[config.mk]
export PLATFORM = sky130hd
export DESIGN_NAME = status_flag_unit
export DESIGN_NICKNAME = d
export VERILOG_FILES = /design/src/rtl/cpu_pkg.sv /design/src/rtl/branch_cond.sv /design/src/rtl/status_flag_unit.sv
export SDC_FILE = /design/constraint.sdc
export NUM_CORES = 1
export LEC_CHECK = 0
export CORE_MARGIN = 2
export CORE_UTILIZATION = 32
export CTS_CLUSTER_DIAMETER = 50
export DETAILED_ROUTE_END_ITERATION = 6
export PLACE_DENSITY = 0.95
export REMOVE_ABC_BUFFERS = 1
export SYNTH_ARGS = -nofsm -noshare
export SYNTH_HDL_FRONTEND = slang
export SYNTH_SLANG_ARGS = --single-unit
[constraint.sdc]
create_clock -name CLK -period 3.3 [get_ports CLK]
set_input_delay 0.495 -clock CLK [delete_from_list [all_inputs] [get_ports CLK]]
set_output_delay 0.495 -clock CLK [all_outputs]
set_load 0.02 [all_outputs]
[src/rtl/cpu_pkg.sv]
// Shared definitions for the NES CPU core: status-register bit positions,
// set/clear opcode encodings, branch selector fields and the reset value of P.
// Latency: n/a (package). Backpressure: n/a.
package cpu_pkg;

  // Bit positions inside P = {N,V,1,B,D,I,Z,C}
  localparam int P_C = 0;
  localparam int P_Z = 1;
  localparam int P_I = 2;
  localparam int P_D = 3;
  localparam int P_B = 4;
  localparam int P_U = 5;
  localparam int P_V = 6;
  localparam int P_N = 7;

  // P after reset: I=1 and the unused bit 5 set
  localparam logic [7:0] RESET_P_DEFAULT = 8'h24;

  // Explicit flag set/clear instructions
  typedef enum logic [2:0] {
    SC_NONE = 3'd0,
    SC_CLC  = 3'd1,
    SC_SEC  = 3'd2,
    SC_CLI  = 3'd3,
    SC_SEI  = 3'd4,
    SC_CLV  = 3'd5,
    SC_CLD  = 3'd6,
    SC_SED  = 3'd7
  } sc_op_e;

  // BR_cond is opcode[7:5]: [2:1] picks the flag, [0] is the value that takes the branch
  localparam int BR_SEL_MSB = 2;
  localparam int BR_SEL_LSB = 1;
  localparam int BR_VAL_BIT = 0;

  typedef enum logic [1:0] {
    BR_FLAG_N = 2'b00,
    BR_FLAG_V = 2'b01,
    BR_FLAG_C = 2'b10,
    BR_FLAG_Z = 2'b11
  } br_flag_e;

endpackage

[src/rtl/branch_cond.sv]
// Purpose: decides whether a 6502 conditional branch is taken from BR_cond and P.
// Latency: combinational. Backpressure: none.
// Ports: br_cond_i (opcode[7:5]), p_i (status register), br_take_o (taken).
module branch_cond
  import cpu_pkg::*;
(
  input  logic [2:0] br_cond_i,
  input  logic [7:0] p_i,
  output logic       br_take_o
);

  logic sel_flag;
  br_flag_e sel;

  // Only N, V, Z and C can be branched on
  logic unused_p;
  assign unused_p = ^{p_i[P_U], p_i[P_B], p_i[P_D], p_i[P_I]};

  assign sel = br_flag_e'(br_cond_i[BR_SEL_MSB:BR_SEL_LSB]);

  always_comb begin
    sel_flag = 1'b0;
    case (sel)
      BR_FLAG_N: sel_flag = p_i[P_N];
      BR_FLAG_V: sel_flag = p_i[P_V];
      BR_FLAG_C: sel_flag = p_i[P_C];
      BR_FLAG_Z: sel_flag = p_i[P_Z];
      default:   sel_flag = 1'b0;
    endcase
    br_take_o = (sel_flag == br_cond_i[BR_VAL_BIT]);
  end

endmodule

[src/rtl/status_flag_unit.sv]
// Purpose: 6502 status register P with ALU commit, bus load, set/clear, BIT,
//   interrupt I-set, push image, branch evaluation and the delayed I mask.
// Latency: flag writes visible on P_q one cycle after the enabling edge; P_push/BR_take combinational.
// Backpressure: none; STEP_en=0 freezes every register.
// Ports: CLK/RST_n (sync active-low), STEP_en, SYNC, ALU {RES,Cout,OVFout},
//   enables {NZ_en,C_en,V_en,BIT_en,PLD_en,RTI_en,INT_SEI}, SC_op, DB, BRK_flag,
//   BR_cond -> P_q, P_push, BR_take, I_mask.
module status_flag_unit
  import cpu_pkg::*;
#(
  parameter logic [7:0] RESET_P = RESET_P_DEFAULT
) (
  input  logic       CLK,
  input  logic       RST_n,
  input  logic       STEP_en,
  input  logic       SYNC,
  input  logic [7:0] RES,
  input  logic       Cout,
  input  logic       OVFout,
  input  logic       NZ_en,
  input  logic       C_en,
  input  logic       V_en,
  input  logic       BIT_en,
  input  logic [7:0] DB,
  input  logic       PLD_en,
  input  logic       RTI_en,
  input  logic [2:0] SC_op,
  input  logic       INT_SEI,
  input  logic       BRK_flag,
  input  logic [2:0] BR_cond,
  output logic [7:0] P_q,
  output logic [7:0] P_push,
  output logic       BR_take,
  output logic       I_mask
);

  sc_op_e     sc;
  logic       res_zero;
  logic       n_d, v_d, d_d, i_d, z_d, c_d;
  logic [7:0] p_d;
  logic       i_mask_q, i_mask_d;

  // Bits 5 and 4 of a pulled P are not stored
  logic unused_db;
  assign unused_db = ^DB[5:4];

  assign sc       = sc_op_e'(SC_op);
  assign res_zero = (RES == 8'h00);

  // Per-flag priority: PLD > INT_SEI > set/clear > BIT > ALU. Each flag only
  // lists the sources that can write it, so lower sources still reach flags
  // that a higher source leaves alone.
  always_comb begin
    n_d = PLD_en ? DB[P_N] :
          BIT_en ? DB[7]   :
          NZ_en  ? RES[7]  : P_q[P_N];

    v_d = PLD_en        ? DB[P_V] :
          (sc == SC_CLV) ? 1'b0   :
          BIT_en        ? DB[6]   :
          V_en          ? OVFout  : P_q[P_V];

    z_d = PLD_en            ? DB[P_Z]  :
          (BIT_en || NZ_en) ? res_zero : P_q[P_Z];

    c_d = PLD_en         ? DB[P_C] :
          (sc == SC_CLC) ? 1'b0    :
          (sc == SC_SEC) ? 1'b1    :
          C_en           ? Cout    : P_q[P_C];

    i_d = PLD_en         ? DB[P_I] :
          INT_SEI        ? 1'b1    :
          (sc == SC_CLI) ? 1'b0    :
          (sc == SC_SEI) ? 1'b1    : P_q[P_I];

    d_d = PLD_en         ? DB[P_D] :
          (sc == SC_CLD) ? 1'b0    :
          (sc == SC_SED) ? 1'b1    : P_q[P_D];

    p_d = {n_d, v_d, 1'b1, 1'b0, d_d, i_d, z_d, c_d};
  end

  // The poller sees I from before this edge's update, giving the one-instruction
  // delay after CLI/SEI/PLP; RTI and interrupt entry bypass that delay.
  always_comb begin
    i_mask_d = i_mask_q;
    if (PLD_en && RTI_en) begin
      i_mask_d = DB[P_I];
    end else if (INT_SEI) begin
      i_mask_d = 1'b1;
    end else if (SYNC) begin
      i_mask_d = P_q[P_I];
    end
  end

  always_ff @(posedge CLK) begin
    if (!RST_n) begin
      P_q      <= RESET_P;
      i_mask_q <= 1'b1;
    end else if (STEP_en) begin
      P_q      <= p_d;
      i_mask_q <= i_mask_d;
    end
  end

  assign I_mask = i_mask_q;
  assign P_push = {P_q[P_N], P_q[P_V], 1'b1, BRK_flag, P_q[P_D], P_q[P_I], P_q[P_Z], P_q[P_C]};

  branch_cond u_branch_cond (
    .br_cond_i (BR_cond),
    .p_i       (P_q),
    .br_take_o (BR_take)
  );

endmodule

==> results summary <==
The design draws between 0.3 and 0.4 mW. The count of flip-flops with a built-in enable after synthesis came out at 0. The final hold slack came out at between 0.5 and 0.6 ns. Of the total power, the share spent switching nets is between 30% and 40%. The floorplan step set the die height to between 40 and 50 um.

The total area of sequential cells is 140 sq um. The count of instances resized after the clock tree is built is 0. In the post-synthesis netlist, the biggest area contributors are sky130_fd_sc_hd__dfxtp_1 24%, sky130_fd_sc_hd__buf_4 14%, sky130_fd_sc_hd__a21oi_1 5.1%.

The floorplan step set the die width to 46.7 um. Internal power comes to about 0.21 mW. The largest net degree at the start of global routing is 18. The number of synthesis warnings is 0. The data required time of the worst path came out at about 2.8 ns. The worst hold path terminates at I_mask. STA classifies the critical path startpoint as a primary input.

The proportion of power drawn by the clock network is between 20 and 30%. The commonest cells after synthesis are 11 x sky130_fd_sc_hd__buf_4, 7 x sky130_fd_sc_hd__dfxtp_1, 6 x sky130_fd_sc_hd__a21oi_1, 6 x sky130_fd_sc_hd__nor2_1, 5 x sky130_fd_sc_hd__o21ai_0. The sequential cell area fraction in the yosys report came out at approximately a quarter. In this run the worst path has a maximum fanout of 1.

A synthesized cell averages slightly below 8 sq um. Clock-pin slew was measured on the worst setup and hold paths at about 0.050 ns. In this run the most critical hold path is launched from I_mask. The flow ran to the end, and the final reports show no timing, DRC or antenna violations. In this run the critical register-to-register path is captured at I_mask. met2 is the most crowded layer.

The final-layout fill cell count is ~160. The share of the synthesized area in the top cell type came out at a little under a quarter. The violation count after the first detailed-routing iteration is 8.

Sequential cells account for approximately a third of the total power. The starting density of the core came out at around a third. In this run the deepest clock path goes through 2 buffers. The arrival time of data at the critical path endpoint is around 2.3 ns. CTS built an H-tree with a depth of 1.

The wire length of the first global-routing pass is 2.56 mm. The area growth from synthesis to final layout is 72.4%. The tightest min-delay check is of the reg2reg type.

The area of the multi-input gates is between 300 and 400 sq um. The floorplan step defined a die boundary enclosing around 2200 sq um. The post-detailed-route DRC marker count came out at 0. The I/O pin total is 54. The cell leakage power came out at just under 0.4 nW. The diode insertion count for antenna repair came out at 0. Setup total negative slack on the finished layout was measured at 0 ns.

The worst slew margin relative to its limit is a little under two thirds. The reg-to-reg startpoint is P_q[2]. The post-layout instance count excluding filler cells came out at 137.

The number of global-route vias before repair came out at about 590. The root buffer cell chosen for the clock tree is sky130_fd_sc_hd__clkbuf_4. The estimated wirelength of the detail-placed design came out at about 1.4 mm. The average wire length per cell after detail routing is approximately 12 um. The count of buffers inserted at the top-level ports is 46.

The average via count per standard cell came out at 4.88. The count of TritonRoute iterations in the first routing pass came out at 4. The final max-slew violation count came out at 0. The register-to-register setup slack came out at about 2.4 ns. The post-synthesis instance area is 584 sq um.

The largest total area in the synthesized netlist belongs to sky130_fd_sc_hd__dfxtp_1. The post-route netlist has about 5.4% of its cells at a drive strength greater than 1. For this run, the leading register cell type out of synthesis is sky130_fd_sc_hd__dfxtp_1. The max capacitance violation total is 0. The number of unique standard cell types used by synthesis is 29.

The fraction of met1 tracks used by global routing is around 18%. The final clock skew is 0.00233 ns. The post-route clock period utilization came out at 84.6%. The row count is 15. The post-synthesis cell count came out at 74. The total power per unit cell area came out at about 300 nW/um^2.

The worst-case vdd ir drop is about 0.25 mV. The post-route antenna net violation count came out at 0. The clock network latency to the later pin of the worst-skew pair came out at ~0.25 ns. In the final design database the tool counted 149 nets.

The number of cells on the worst reg-to-reg path is 4. The final number of hold-violating endpoints came out at 0. The clock drives 7 sinks. The weighted congestion reported at the end of routability-driven placement is ~0.79. The worst setup path is captured at an output port.

The cts-stage hold buffer count came out at 0. The total wirelength of the detailed-routed design is between 1.5 and 2 mm. Subtracting the final worst setup slack from the clock period gives about 2.8 ns. The most numerous cell in the Yosys netlist is sky130_fd_sc_hd__buf_4. The met2 capacity usage during global routing is around 31%.

Setup violations remaining at the end of the flow were counted as 0. The overall fraction of global-route tracks in use came out at 16.6%. The transition time of the tightest slew-check pin is 0.542 ns. The initial antenna violation count came to 0. The number of placed instances, taps included, is 133. After clock tree synthesis, the setup repair step added 0 buffers. The worst hold path was traced through 2 stages. The critical path is of the in2out type. Setup repair after global routing left no endpoint under its margin. The analysis attributes to net switching a power of between 0.09 and 0.1 mW.

The synthesized design contains 7 register bits. In this run, CTS created clock tree buffers numbering 3. The met3 usage in global routing is 8.46%. The placeable core region is between 1500 and 2000 sq um.

For this run, the top clock speed supported by timing is around 360 MHz. After synthesis, the share of flip-flops with an asynchronous set or reset is 0%. TritonCTS built the clock tree. Global routing finished with a remaining overflow of 0.

The share of power burned in combinational logic is 42.0%. The routed layout has 669 vias.
[worst max path at each step]
stage	from	endpoint	slack, ns	cells past startpoint
after floorplan	BR_cond[1]	BR_take	1.43	2
after global placement	BR_cond[1]	BR_take	0.58	4
after detailed placement	BR_cond[1]	BR_take	0.50	4
after CTS	BR_cond[1]	BR_take	0.50	4
after global routing	BR_cond[1]	BR_take	0.44	4
final	BR_cond[1]	BR_take	0.51	4
[state kept, by name (all words and copies together), names as in the netlist]
signal / flops
P_q: 6
I_mask: 1
[layout make-up]
class                   instances  area share, %
repair buffers                 46           45.7
multi-input cells              53           33.9
inverters                       2          0.745
clock buffers                   4           2.61
well taps                      25           3.11
flip-flops and latches          7           13.9
[cell usage in the layout, fill, tap and decap left out, drive strengths merged]
cell	count
a211oi	1
a21o	1
a21oi	6
a221oi	1
a31oi	3
clkbuf	4
clkdlybuf4s50	46
conb	3
dfxtp	7
inv	2
mux2	1
mux4	1
nand2	3
nand2b	1
nand3	2
nand3b	3
nand4bb	1
nor2	6
nor3	3
nor4	2
o211a	2
o211ai	2
o21ai	7
o21bai	1
o311a	1
xnor2	2
[logic make-up after synthesis]
group,after synthesis,synth area share [%]
and+or+nand+nor,21,19.1
AOI/OAI and AO/OA,25,28.1
buffers and inverters,15,18.2
other,2,1.29
xor gates and xnor gates,2,3.00
muxes,2,6.42
DFF,7,24.0
[per-layer routing]
metal | routed length, um | vias up
li1 | - | 337
met1 | 695 | 306
met2 | 858 | 26
met3 | 124 | 0
met4 | 0 | 0
met5 | 0 | -
[worst max-delay path, cell delays in order]
cell and delay [ns]:
sky130_fd_sc_hd__clkdlybuf4s50_1 0.49, sky130_fd_sc_hd__mux4_2 0.51, sky130_fd_sc_hd__xnor2_1 0.17, sky130_fd_sc_hd__clkdlybuf4s50_1 0.63
[metrics by stage]
stage                     instance area (sq um)  worst slack [ns]  util, %
after floorplan                             489              1.43        -
after global placement                      981             0.575     56.8
after detailed placement                    981             0.502     56.8
after CTS                                  1010             0.497     58.3
after global routing                       1010             0.443     58.3
final                                      1010             0.509     58.3
[power by group through the flow]
stage / clock (mW) / sequential, mW / combinational [mW]
5_1_grt: 0.0872 / 0.0980 / 0.137
3_5_place_dp: 0 / 0.0989 / 0.128
2_1_floorplan: 0 / 0.113 / 0.0348
4_1_cts: 0.0819 / 0.0970 / 0.128
6_report: 0.0786 / 0.0973 / 0.128
3_3_place_gp: 0 / 0.0985 / 0.125
No activity file was read; power rests on OpenSTA's default activity.
